[config.mk]
export PLATFORM = sky130hd
export DESIGN_NAME = ng_exec_sequencer
export DESIGN_NICKNAME = d
export VERILOG_FILES = /design/src/rtl/ng_exec_sequencer.sv
export SDC_FILE = /design/constraint.sdc
export NUM_CORES = 1
export LEC_CHECK = 0
export BUFFER_PORTS_ARGS = -buffer_cell sky130_fd_sc_hd__buf_2
export CAP_MARGIN = 0
export CORE_ASPECT_RATIO = 1.25
export CORE_MARGIN = 1.5
export CORE_UTILIZATION = 56
export CTS_BUF_LIST = sky130_fd_sc_hd__clkbuf_4
export DETAILED_ROUTE_END_ITERATION = 8
export PLACE_DENSITY = 0.88
export REMOVE_ABC_BUFFERS = 1
export SLEW_MARGIN = 20
export SYNTH_ARGS = -nofsm -noshare
export SYNTH_HDL_FRONTEND = slang
export SYNTH_SLANG_ARGS = --single-unit
[constraint.sdc]
create_clock -name clk -period 5.45 [get_ports clk]
set_clock_uncertainty 0.1 [all_clocks]
set_input_delay 0.8175 -clock clk [delete_from_list [all_inputs] [get_ports clk]]
set_output_delay 0.8175 -clock clk [all_outputs]
set_load 0.05 [all_outputs]
[src/rtl/ng_exec_sequencer.sv]
// Fetch/execute sequencer for the nandgame core: owns A, D, PC and IR,
// fetches from instruction memory, reads/writes *A through data memory and
// applies the results of the external combinational ALU/jump handler.
module ng_exec_sequencer #(
  parameter logic [15:0] RESET_PC = 16'h0000
) (
  input  logic        clk,
  input  logic        rst,
  input  logic        run,
  output logic        imem_req,
  output logic [15:0] imem_addr,
  input  logic        imem_ack,
  input  logic [15:0] imem_rdata,
  output logic        dmem_req,
  output logic        dmem_we,
  output logic [15:0] dmem_addr,
  output logic [15:0] dmem_wdata,
  input  logic        dmem_ack,
  input  logic [15:0] dmem_rdata,
  output logic [15:0] instr_o,
  output logic [15:0] a_reg_o,
  output logic [15:0] d_reg_o,
  output logic [15:0] a_mem_o,
  input  logic [15:0] alu_out,
  input  logic        jmp,
  input  logic [2:0]  dst,
  output logic [15:0] pc_o,
  output logic        retire
);

  localparam int unsigned W = 16;

  typedef enum logic [2:0] {
    S_FETCH  = 3'd0,
    S_DECODE = 3'd1,
    S_MEMRD  = 3'd2,
    S_EXEC   = 3'd3,
    S_MEMWR  = 3'd4
  } state_t;

  state_t         state, state_nx;
  logic [W-1:0]   pc, pc_nx;
  logic [W-1:0]   a, a_nx;
  logic [W-1:0]   d, d_nx;
  logic [W-1:0]   ir, ir_nx;
  logic [W-1:0]   amem, amem_nx;
  logic [W-1:0]   waddr, waddr_nx;
  logic [W-1:0]   wdata, wdata_nx;
  // Keeps a fetch request alive until acked even if run drops meanwhile.
  logic           fetch_busy, fetch_busy_nx;

  logic           imem_req_c, dmem_req_c, dmem_we_c, retire_c;
  logic [W-1:0]   dmem_addr_c;

  // State and architectural register update.
  always_ff @(posedge clk or posedge rst) begin
    if (rst) begin
      state      <= S_FETCH;
      pc         <= RESET_PC;
      a          <= '0;
      d          <= '0;
      ir         <= '0;
      amem       <= '0;
      waddr      <= '0;
      wdata      <= '0;
      fetch_busy <= 1'b0;
    end else begin
      state      <= state_nx;
      pc         <= pc_nx;
      a          <= a_nx;
      d          <= d_nx;
      ir         <= ir_nx;
      amem       <= amem_nx;
      waddr      <= waddr_nx;
      wdata      <= wdata_nx;
      fetch_busy <= fetch_busy_nx;
    end
  end

  // Next-state, register next values and handshake outputs.
  always_comb begin
    state_nx      = state;
    pc_nx         = pc;
    a_nx          = a;
    d_nx          = d;
    ir_nx         = ir;
    amem_nx       = amem;
    waddr_nx      = waddr;
    wdata_nx      = wdata;
    fetch_busy_nx = fetch_busy;
    imem_req_c    = 1'b0;
    dmem_req_c    = 1'b0;
    dmem_we_c     = 1'b0;
    dmem_addr_c   = a;
    retire_c      = 1'b0;

    case (state)
      S_FETCH: begin
        if (run || fetch_busy) begin
          imem_req_c = 1'b1;
          if (imem_ack) begin
            ir_nx         = imem_rdata;
            fetch_busy_nx = 1'b0;
            state_nx      = S_DECODE;
          end else begin
            fetch_busy_nx = 1'b1;
          end
        end
      end
      S_DECODE: begin
        if (!ir[15]) begin
          a_nx     = ir;
          pc_nx    = pc + W'(1);
          retire_c = 1'b1;
          state_nx = S_FETCH;
        end else if (ir[12]) begin
          state_nx = S_MEMRD;
        end else begin
          state_nx = S_EXEC;
        end
      end
      S_MEMRD: begin
        dmem_req_c  = 1'b1;
        dmem_addr_c = a;
        if (dmem_ack) begin
          amem_nx  = dmem_rdata;
          state_nx = S_EXEC;
        end
      end
      S_EXEC: begin
        // Jump target and store address both use A as it was before write-back.
        if (dst[1]) d_nx = alu_out;
        if (dst[2]) a_nx = alu_out;
        pc_nx = jmp ? a : pc + W'(1);
        if (dst[0]) begin
          wdata_nx = alu_out;
          waddr_nx = a;
          state_nx = S_MEMWR;
        end else begin
          retire_c = 1'b1;
          state_nx = S_FETCH;
        end
      end
      S_MEMWR: begin
        dmem_req_c  = 1'b1;
        dmem_we_c   = 1'b1;
        dmem_addr_c = waddr;
        if (dmem_ack) begin
          retire_c = 1'b1;
          state_nx = S_FETCH;
        end
      end
      default: state_nx = S_FETCH;
    endcase
  end

  // Requests are masked by reset so an in-flight access is dropped at once.
  assign imem_req   = imem_req_c & ~rst;
  assign dmem_req   = dmem_req_c & ~rst;
  assign dmem_we    = dmem_we_c & ~rst;
  assign retire     = retire_c & ~rst;
  assign imem_addr  = pc;
  assign dmem_addr  = dmem_addr_c;
  assign dmem_wdata = wdata;
  assign instr_o    = ir;
  assign a_reg_o    = a;
  assign d_reg_o    = d;
  assign a_mem_o    = amem;
  assign pc_o       = pc;

endmodule

Word-level counts from Yosys, hierarchy flattened
Cells that the tools add are included.
{"block": "op_classes", "addsub": 1, "n_eq_ne": 10, "mux": 24, "n_bitwise": 5, "reduce_logical": 12}
{"operator": "16-bit two-way mux", "n": 5}
{"operator": "16-bit case mux with 2 select lines", "n": 2}
{"operator": "16-bit by 1-bit adder with 16-bit output, second input constant", "n": 1}
{"operator": "3-bit two-way mux", "n": 5}
{"operator": "3-bit case mux with 5 select lines", "n": 1}
{"operator": "2-bit != test, second input constant", "n": 6}
{"operator": "2-bit AND reduction", "n": 5}
{"operator": "1-bit two-way mux", "n": 9}
{"operator": "3-bit by 2-bit == test with 1-bit output, second input constant", "n": 2}
{"operator": "3-bit AND reduction", "n": 2}
{"operator": "1-bit bitwise AND", "n": 4}
{"operator": "4-bit AND reduction", "n": 1}
{"operator": "3-bit by 1-bit == test with 1-bit output, second input constant", "n": 1}
{"operator": "3-bit == test, second input constant", "n": 1}
{"operator": "3-bit zero test", "n": 1}
{"operator": "1-bit case mux with 3 select lines", "n": 1}
{"operator": "2-bit two-way mux", "n": 1}
{"operator": "2-bit nonzero test", "n": 1}
{"operator": "2-bit OR reduction", "n": 1}
{"operator": "1-bit logical OR", "n": 1}
{"operator": "1-bit NOT", "n": 1}
{"block": "totals", "ff_bits": 116, "input_bits": 57, "out_inout_bits": 132, "word_cells": 61}

Depth between registers and ports, before layout
Gate-level depths: netlist of the first run.
{"block": "logic_depth", "depth_word": 4, "ltp_mapped": 7, "ltp_nobuf": 6}

Least setup slack after synthesis of the first run
Ideal clock, no wire load.
{"block": "synth_timing", "path_kind": "reg2out", "from": "register state[1]", "to": "output dmem_req", "t_arrival_ns": 2.002, "path_slack_ns": 2.531, "path_stages_with_launch": 4, "n_path_buf": 1, "path_cell_list": "dfrtp_1 buf_4 nand2b_1 a211oi_1"}
{"block": "synth_via", "elab_chain_len": 4, "elab_cells_between_ends": 5}
{"element": "from (decl)", "line": "41", "text": "state_t state, state_nx;"}
{"element": "from (signal assigned)", "line": "68", "text": "state <= state_nx;"}
{"element": "3-bit == test / 3-bit by 2-bit == test with 1-bit output (equally long branches)", "line": "97", "text": "case (state)"}
{"element": "2-bit OR reduction (no source line) (*)"}
{"element": "1-bit two-way mux (*)", "line": "97"}
{"element": "1-bit bitwise AND (*)", "line": "159", "text": "assign dmem_req = dmem_req_c & ~rst;"}
{"element": "to (decl)", "line": "14", "text": "output logic dmem_req,"}
Mark *: on every way between the ends. The rest lies on a longest branch, timed or not.

Final worst setup path of the first run
{"block": "layout_timing", "from": "register state[1]", "to": "output dmem_addr[13]"}
{"block": "layout_via", "elab_chain_len": 2}
{"element": "3-bit == test", "line": "97"}
{"element": "16-bit two-way mux", "line": "97"}
{"element": "to (decl)", "line": "16", "text": "output logic [15:0] dmem_addr,"}
Every way passes these cells.

==> results.json, run 1 <==
{
  "rr_endpoint": "imem_addr[13]$_DFFE_PP0P_",
  "startpoint_of_the_worst_slack_reg_to_reg_timing_path": "state[0]$_DFFE_PP0P_",
  "timing_hold_violations_final": 0,
  "grt_pass1_vias": 3952,
  "tritoncts_num_sinks": 116,
  "routabilityCongestion": 0.800,
  "initial_core_util_pct": 57.0,
  "timing.setup.tns_ps": 0,
  "globalRouteOverflowTotal": 0,
  "grt_max_degree": 77,
  "grt_first_pass_wirelength_um": 20300,
  "synth_area_mm2": 0.00545,
  "maxCapViolCount": 0,
  "synth_cell_types": 42,
  "postRouteWirelength_um": 12600,
  "status": "completed",
  "cts_buffer_depth": 2,
  "slew-limit-headroom_pct": 38.6,
  "critical_path_required_ps": 4530,
  "synth-main-ff-cell": "sky130_fd_sc_hd__dfrtp_1",
  "synth-seq-area-share_pct": 53.3,
  "grt_util_all_layers_pct": 25.6,
  "fin_crit_ps": 3450,
  "floorplan.die_area_mm2": 0.0103,
  "hpwlAfterDp_um": 8870,
  "critPathArrivalTime_ps": 2530,
  "core_region_area_mm2": 0.00956,
  "post-route-period-util_pct": 63.3,
  "start_kind": "flop",
  "endpoint_kind": "output port",
  "num-nets-final": 648,
  "final_layout_size_suffix_gt1_share_pct": 52.4,
  "timing.critical_path.fanout_max": 16,
  "core.rowCount": 40,
  "achievable-frequency_ghz": 0.290,
  "tritoncts": "yes",
  "post-synth-top-area-cell": "sky130_fd_sc_hd__dfrtp_1",
  "yosys_warnings": 0,
  "synth_top_cell_area_share_pct": 53.3,
  "die_w_um": 91.2,
  "postCtsResizedCells": 0,
  "timing_worst_slew_pin_value_ps": 920,
  "setup.worst_path.class": "flop to output port",
  "ff2ff_setup_slack_ps": 3000,
  "antenna-diode-count": 0,
  "synth_seq_cells": 116,
  "buffer_ports.inserted": 188,
  "synth.avg_cell_area_um2": 13.1,
  "slew_viol_final": 0,
  "dr.pass1.iters": 4,
  "drc": 0,
  "holdBufCountCts": 0,
  "hold_path.startpoint": "imem_ack",
  "clock_root_buffer": "sky130_fd_sc_hd__clkbuf_4",
  "cts-buffers-inserted": 17,
  "deepest_level_of_the_cts_h_tree": 4,
  "syn2layout_area_growth_pct": 21.2,
  "hold_path_class": "input port to flop",
  "worst_hold_path.num_cells": 2,
  "antenna_violations_before_repair": 0,
  "drtIter0Drc": 188,
  "die_height_um": 113,
  "vias": 3933,
  "via_per_inst": 5.40,
  "worst_hold_path.endpoint": "fetch_busy$_DFFE_PP0P_",
  "grt_setup_unrepaired": "false",
  "ff_to_ff_path_depth": 5,
  "path_clk_slew_ps": 100,
  "setup_violations": 0,
  "remaining_antenna_violation_count_after_routing": 0,
  "postSynthCellCount": 416,
  "floorplan.io_pins": 189,
  "synth_area_leaders": "sky130_fd_sc_hd__dfrtp_1, sky130_fd_sc_hd__mux2_4, sky130_fd_sc_hd__mux2_2",
  "clock_latency_ps": 530,
  "postSynth.asyncResetShare_pct": 100,
  "synth-edff-count": 0,
  "postCtsSetupBuffers": 0,
  "routedWlPerCell_um": 17.3
}
[through the flow]
step           util (%)  hold slack [ps]  cell area, um2  cells  worst slack [ps]
4_1_cts            69.1              320            6600    729              1980
6_report           69.1              360            6600    729              2000
2_1_floorplan         -              376            5170    380              1460
3_3_place_gp       65.9              361            6300    697              2640
5_1_grt            69.1              339            6600    729              1870
3_5_place_dp       65.9              370            6300    697              2580
[registers in the layout, summed over array words and instances (netlist names)]
signal,flops
a_mem_o,16
a_reg_o,16
d_reg_o,16
dmem_wdata,16
imem_addr,16
instr_o,16
waddr,16
state,3
fetch_busy,1
[routing by layer]
metal  GRT usage, %  wire length [um]
met5              0                 0
met4           10.7               270
met3           5.58               651
met2           43.0              6540
met1           32.1              5180
[worst max-delay path, cell delays in order (launching register included)]
cell and delay [ps]:
sky130_fd_sc_hd__dfrtp_1 530, sky130_fd_sc_hd__nand2b_1 310, sky130_fd_sc_hd__nor2_4 540, sky130_fd_sc_hd__mux2_2 410, sky130_fd_sc_hd__buf_2 210
[kinds of logic (layout without fill, tap and decap cells)]
group	after synthesis	after routing	share of synthesized area, %
compound gates	49	49	5.08
xor+xnor	6	6	0.965
fa+ha+maj	1	1	0.230
buf+inv	37	224	5.14
flops	116	116	53.3
mux	113	113	25.7
simple gates	94	94	9.65
[synthesized netlist by cell type, types with 7 or more instances]
cell type	n
sky130_fd_sc_hd__buf_6	7
sky130_fd_sc_hd__mux2i_1	17
sky130_fd_sc_hd__nor2_1	27
sky130_fd_sc_hd__mux2_4	39
sky130_fd_sc_hd__a21oi_1	22
sky130_fd_sc_hd__o21ai_0	13
sky130_fd_sc_hd__buf_4	22
sky130_fd_sc_hd__mux2_2	47
sky130_fd_sc_hd__dfrtp_1	116
sky130_fd_sc_hd__mux2_1	10
sky130_fd_sc_hd__nand2_1	18
sky130_fd_sc_hd__nand3_1	13
[placed cells by master (no fill, tap or decap), drive strengths merged, types with 4 or more instances in the layout]
cell / n
mux2: 96
a21oi: 22
mux2i: 17
xor2: 5
nand4: 6
nor2: 29
o21ai: 15
dfrtp: 116
a22oi: 5
nand3: 13
bufinv: 4
nand2b: 5
clkinv: 9
nand2: 22
clkbuf: 18
buf: 191
nor3: 5
[cell type report]
cell class	count	area (um2)
clock inverter	14	166
clock buffer	18	135
inverter	1	6.26
timing repair buffer	191	963
tap	126	158
fill	733	2960
sequential	116	2900
multi-input combinational	263	2270
[worst max path at each step]
stage,from,end,slack (ps),depth (start not counted)
floorplan,rst,a_mem_o[0]$_DFFE_PP0P_,1460,1
global placement,state[1]$_DFFE_PP0P_,dmem_addr[7],2640,4
detailed placement,state[1]$_DFFE_PP0P_,dmem_addr[13],2580,4
CTS,state[1]$_DFFE_PP0P_,dmem_addr[13],1980,4
global route,state[1]$_DFFE_PP0P_,dmem_addr[5],1870,4
finish,state[1]$_DFFE_PP0P_,dmem_addr[13],2000,4
Power of run 1 is not shown: default switching activity piles up to over one toggle a cycle in this logic, so the estimate is an artifact.
==> run 2: changes to the inputs <==
Settings changed: ABC_AREA set to 1, CORE_UTILIZATION 56 to 47, PLACE_DENSITY 0.88 to 0.79.
Clock period 5.45 ns to 2.9 ns, I/O delays scaled along.
==> run 2 against run 1 <==
Effect of this change: the flow now finishes with violations (design-rule violations); final area grew 2.3%; hold slack got worse by 310 ps; register-to-register slack lost 2300 ps; critical path depth rose by 4; area after synthesis decreased by 1.2%; final cell count increased by 32%; setup slack worse by 1800 ps; die area rose by 17%; global-route usage decreased by 2.5 points.
==> results.json, run 2 <==
{
  "path_delay_family": "buffers and inverters",
  "synthMostInstantiatedCell": "sky130_fd_sc_hd__nand2_1",
  "timing.hold.ws_ps": 48.8,
  "hold_path_class": "input port to flop",
  "hpwlAfterDp_um": 9410,
  "clock_latency_ps": 510,
  "tritoncts": "yes",
  "synth_cell_types": 28,
  "cp.depth": 8,
  "fin_cells": 962,
  "layout.cells.most_common": "sky130_fd_sc_hd__buf_2",
  "detailedPlace.worstSlack_ps": 694,
  "antenna_violations_before_repair": 2,
  "die_w_um": 98.7,
  "crit_path_cell_trace": "or2_1 -> nor2_2 -> buf_6 -> nand2_1 -> o211ai_1 -> nand2_1 -> inv_1 -> buf_2",
  "timing.setup.tns_ps": 0,
  "startpoint_of_the_worst_slack_reg_to_reg_timing_path": "state[2]$_DFFE_PP0P_",
  "hold_path.startpoint": "dmem_rdata[10]",
  "final_layout_size_suffix_gt1_share_pct": 30.4,
  "die_height_um": 123,
  "finalWorstSetupSlack_ps": 239,
  "postRouteWirelength_um": 13700,
  "post-synth-top-area-cell": "sky130_fd_sc_hd__dfrtp_1",
  "post-route-period-util_pct": 91.8,
  "slew-limit-headroom_pct": 57.1,
  "drtIter0Drc": 288,
  "place.detailed.instances": 913,
  "tritoncts_num_sinks": 116,
  "grt_pass1_vias": 4425,
  "routabilityCongestion": 0.836,
  "timing_worst_slew_pin_value_ps": 643,
  "critical_path_required_ps": 2370,
  "worst_hold_path.num_cells": 2,
  "floorplan.die_area_mm2": 0.0121,
  "synth-main-ff-cell": "sky130_fd_sc_hd__dfrtp_1",
  "critPathLaunch": "state[1]$_DFFE_PP0P_",
  "ff2ff_setup_slack_ps": 740,
  "clock_root_buffer": "sky130_fd_sc_hd__clkbuf_4",
  "ff_to_ff_path_depth": 8,
  "postCtsSetupBuffers": 0,
  "dr.pass1.iters": 7,
  "achievable-frequency_ghz": 0.376,
  "layout.area.seq_mm2": 0.00290,
  "synth_top_cell_area_share_pct": 53.9,
  "setup.worst_path.class": "flop to output port",
  "num-nets-final": 871,
  "core_region_area_mm2": 0.0111,
  "critPathArrivalTime_ps": 2130,
  "filler_cell_count": 1029,
  "synth-edff-count": 0,
  "endpoint_kind": "output port",
  "synth_seq_cells": 116,
  "initial_core_util_pct": 48.3,
  "path_clk_slew_ps": 100,
  "grt_max_degree": 117,
  "grt_util_all_layers_pct": 23.2,
  "synth-seq-area-share_pct": 53.9,
  "maxCapViolCount": 0,
  "commonest_cells_post_synth": "sky130_fd_sc_hd__nand2_1, sky130_fd_sc_hd__dfrtp_1, sky130_fd_sc_hd__o21ai_0",
  "drc": 8,
  "cts_buffer_depth": 2,
  "core.rowCount": 43,
  "yosys_warnings": 0,
  "critPathCapture": "retire",
  "slew_viol_final": 0,
  "globalRouteOverflowTotal": 0,
  "setup_violations": 0,
  "fin_crit_ps": 2660,
  "synth.avg_cell_area_um2": 8.61,
  "violations_in_the_final_reports": "design-rule violations",
  "timing.critical_path.fanout_max": 35,
  "synth_area_leaders": "sky130_fd_sc_hd__dfrtp_1, sky130_fd_sc_hd__nand2_1, sky130_fd_sc_hd__o21ai_0",
  "cts-buffers-inserted": 17,
  "slowest_delay_ps": 450,
  "start_kind": "flop",
  "via_per_inst": 4.98,
  "critical_path.slowest_cell": "sky130_fd_sc_hd__dfrtp_1",
  "synth_area_mm2": 0.00538,
  "grt_first_pass_wirelength_um": 21600,
  "multiInputGateArea_mm2": 0.00197,
  "floorplan.io_pins": 189,
  "cp.buffers_inverters": 3,
  "status": "finished, violations left",
  "syn2layout_area_growth_pct": 25.4,
  "timing.critical_path.mode_cell": "sky130_fd_sc_hd__nand2_1",
  "most_frequent_cells_in_the_layout": "sky130_fd_sc_hd__buf_2, sky130_fd_sc_hd__nand2_1, sky130_fd_sc_hd__dfrtp_1, sky130_fd_sc_hd__o21ai_0, sky130_fd_sc_hd__inv_1",
  "postSynth.asyncResetShare_pct": 100,
  "timing_hold_violations_final": 0,
  "routedWlPerCell_um": 14.3,
  "grt_setup_unrepaired": "false",
  "vias": 4793,
  "rr_endpoint": "a_reg_o[10]$_DFFE_PP0P_",
  "remaining_antenna_violation_count_after_routing": 0,
  "deepest_level_of_the_cts_h_tree": 4,
  "buffer_ports.inserted": 188,
  "postSynthCellCount": 625
}
==> run 2: kinds of logic (layout without fill, tap and decap cells) <==
logic type                 after synthesis  count (layout)  share of synthesized area, %
DFF                                    116             116                          53.9
buffers and inverters                  110             310                          9.48
other                                    0               2                             0
muxes                                   16              16                          4.04
adders and majority gates                1               1                         0.232
xor gates and xnor gates                 2               2                         0.325
AOI/OAI and AO/OA                      137             137                          13.7
and+or+nand+nor                        243             243                          18.3
==> run 2: layout make-up <==
cell class / count / share of cell area (%)
diodes: 2 / 0.0741
clock buffers: 18 / 2.00
clock inverters: 13 / 2.09
inverters: 68 / 3.82
multi-input cells: 399 / 29.2
flip-flops and latches: 116 / 43.0
well taps: 135 / 2.50
repair buffers: 211 / 17.3
==> run 2: worst min path at each step <==
| stage | slack (ps) | end |
|---|---|---|
| floorplan | 350 | waddr[0]$_DFFE_PP0P_ |
| global placement | 360 | dmem_wdata[14]$_DFFE_PP0P_ |
| detailed placement | 370 | d_reg_o[13]$_DFFE_PP0P_ |
| CTS | 1 | d_reg_o[5]$_DFFE_PP0P_ |
| global route | 0.2 | a_mem_o[10]$_DFFE_PP0P_ |
| finish | 50 | a_mem_o[10]$_DFFE_PP0P_ |
==> run 2: stage by stage <==
stage / util, % / cell area (um2)
2_1_floorplan: - / 5130
3_3_place_gp: 56.6 / 6310
3_5_place_dp: 56.6 / 6310
4_1_cts: 60.2 / 6710
5_1_grt: 60.6 / 6750
6_report: 60.6 / 6750
==> run 2: repair_timing <==
| item | in CTS | in global routing |
|---|---|---|
| setup endpoints to repair | 0 | 1 |
| gates resized for setup | 0 | 1 |
| endpoints found under the hold margin | 12 | 8 |
| hold buffers | 12 | 4 |
==> run 2: layer usage <==
metal | GRT usage, % | up-vias | share of wire (%)
met5 | 0 | - | 0
met2 | 39.6 | 145 | 52
met3 | 5.01 | 19 | 4.8
met4 | 9.38 | 0 | 1.7
li1 | - | 2389 | -
met1 | 28.8 | 2240 | 41
Power of run 2 is left out for the same reason.
==> run 3: changes to the inputs <==
Settings changed: BUFFER_PORTS_ARGS -buffer_cell sky130_fd_sc_hd__buf_2 to unset, CORE_MARGIN 1.5 to unset, CORE_UTILIZATION 47 to 59, DONT_BUFFER_PORTS set to 1, PLACE_DENSITY 0.79 to 0.78.
==> run 3 against run 2 <==
Effect of this change: routed wire length up 2.9%; sequential share of layout area up 1.7 points; first-iteration DRC count up 33%; critical path depth unchanged; hold slack better by 60 ps; via count down 2.9%; maximum frequency down 0.78%; critical path type unchanged; core utilization up 14 points; the run now ends clean; final cell count down 14%; final area down 3.9%; flip-flop and latch count unchanged.
==> results.json, run 3 (same netlist as run 2, synthesis figures left out) <==
{
  "startpoint_of_the_worst_slack_reg_to_reg_timing_path": "state[1]$_DFFE_PP0P_",
  "antenna_violations_before_repair": 0,
  "clock_latency_ps": 520,
  "postRouteWirelength_um": 14100,
  "fin_crit_ps": 2680,
  "critPathArrivalTime_ps": 2150,
  "endpoint_kind": "output port",
  "routabilityCongestion": 0.893,
  "fin_cells": 831,
  "clock_root_buffer": "sky130_fd_sc_hd__clkbuf_4",
  "ff2ff_setup_slack_ps": 810,
  "cts_buffer_depth": 2,
  "buffer_ports.inserted": 0,
  "status": "completed",
  "start_kind": "flop",
  "tritoncts_num_sinks": 116,
  "finalWorstSetupSlack_ps": 218,
  "placed_cell_area_mm2": 0.00568,
  "place.detailed.instances": 749,
  "tritoncts": "yes",
  "timing_worst_slew_pin_value_ps": 635,
  "syn2layout_area_growth_pct": 20.6,
  "antenna-diode-count": 0,
  "detailedPlace.worstSlack_ps": 797,
  "deepest_level_of_the_cts_h_tree": 4,
  "drc": 0,
  "rr_endpoint": "instr_o[0]$_DFFE_PP0P_",
  "final_layout_size_suffix_gt1_share_pct": 14.8,
  "layout.area.seq_mm2": 0.00290,
  "routedWlPerCell_um": 17.0,
  "setup.worst_path.class": "flop to output port",
  "core_region_area_mm2": 0.00875,
  "layout.cells.most_common": "sky130_fd_sc_hd__nand2_1",
  "grt_util_all_layers_pct": 31.8,
  "grt_setup_unrepaired": "false",
  "path_clk_slew_ps": 110,
  "filler_cell_count": 631,
  "floorplan.io_pins": 189,
  "initial_core_util_pct": 61.5,
  "die_height_um": 109,
  "critical_path_required_ps": 2370,
  "critPathCapture": "retire",
  "slew-limit-headroom_pct": 57.6,
  "cts-buffers-inserted": 17,
  "via_per_inst": 5.60,
  "timing.hold.ws_ps": 109,
  "core.rowCount": 38,
  "timing_hold_violations_final": 0,
  "critPathLaunch": "state[1]$_DFFE_PP0P_",
  "remaining_antenna_violation_count_after_routing": 0,
  "floorplan.die_area_mm2": 0.00951,
  "num-nets-final": 756,
  "timing.critical_path.fanout_max": 17,
  "dr.pass1.iters": 5,
  "most_frequent_cells_in_the_layout": "sky130_fd_sc_hd__nand2_1, sky130_fd_sc_hd__dfrtp_1, sky130_fd_sc_hd__o21ai_0, sky130_fd_sc_hd__inv_1, sky130_fd_sc_hd__dlygate4sd3_1",
  "setup_violations": 0,
  "die_w_um": 87.4,
  "slew_viol_final": 0,
  "hpwlAfterDp_um": 9160,
  "hold_path_class": "input port to flop",
  "grt_first_pass_wirelength_um": 22500,
  "globalRouteOverflowTotal": 0,
  "postCtsSetupBuffers": 0,
  "maxCapViolCount": 0,
  "grt_pass1_vias": 4638,
  "multiInputGateArea_mm2": 0.00197,
  "final_area_mm2": 0.00649,
  "drtIter0Drc": 382,
  "ff_to_ff_path_depth": 6,
  "vias": 4652,
  "grt_max_degree": 47,
  "achievable-frequency_ghz": 0.373,
  "post-route-period-util_pct": 92.5
}
run 3: how the worst min path moves through the flow:
stage / end / cells after the start / startpoint / slack (ps)
2_1_floorplan: waddr[0]$_DFFE_PP0P_ / 2 / waddr[0]$_DFFE_PP0P_ / 350
3_3_place_gp: fetch_busy$_DFFE_PP0P_ / 1 / rst / 290
3_5_place_dp: a_reg_o[12]$_DFFE_PP0P_ / 1 / rst / 310
4_1_cts: fetch_busy$_DFFE_PP0P_ / 2 / run / 70
5_1_grt: fetch_busy$_DFFE_PP0P_ / 2 / run / 100
6_report: fetch_busy$_DFFE_PP0P_ / 2 / run / 110
run 3: cell type report:
type	count	area share [%]
clock buffers	20	2.31
clock inverters	12	2.49
well taps	120	2.31
flip-flops and latches	116	44.7
multi-input cells	399	30.4
inverters	68	3.97
repair buffers	96	13.8
run 3: critical path, cell delays in order (launching register included):
cell and delay, ps:
sky130_fd_sc_hd__dfrtp_1 460, sky130_fd_sc_hd__or2_1 300, sky130_fd_sc_hd__nor2_2 130, sky130_fd_sc_hd__buf_4 220
sky130_fd_sc_hd__nand2_1 80, sky130_fd_sc_hd__o211ai_1 80, sky130_fd_sc_hd__nand2_1 70, sky130_fd_sc_hd__inv_1 120
sky130_fd_sc_hd__buf_12 140
run 3: per-layer routing:
layer  GRT usage, %  wire [um]  vias to the layer above
li1               -          -                     2160
met1           36.2       5270                     2212
met2           52.9       7290                      236
met3           12.0       1090                       44
met4           14.4        474                        0
met5              0          0                        -
run 3: metrics by stage:
| stage | setup TNS (ps) | util [%] |
|---|---|---|
| 2_1_floorplan | -85280 | - |
| 3_3_place_gp | 0 | 64.9 |
| 3_5_place_dp | 0 | 64.9 |
| 4_1_cts | 0 | 74.2 |
| 5_1_grt | 0 | 74.2 |
| 6_report | 0 | 74.2 |
run 3: repair_timing:
item                      in CTS  in global routing
gates resized for setup        0                  0
hold buffers                  50                  0
hold endpoints to repair     109                  0
Power of run 3 is left out for the same reason.
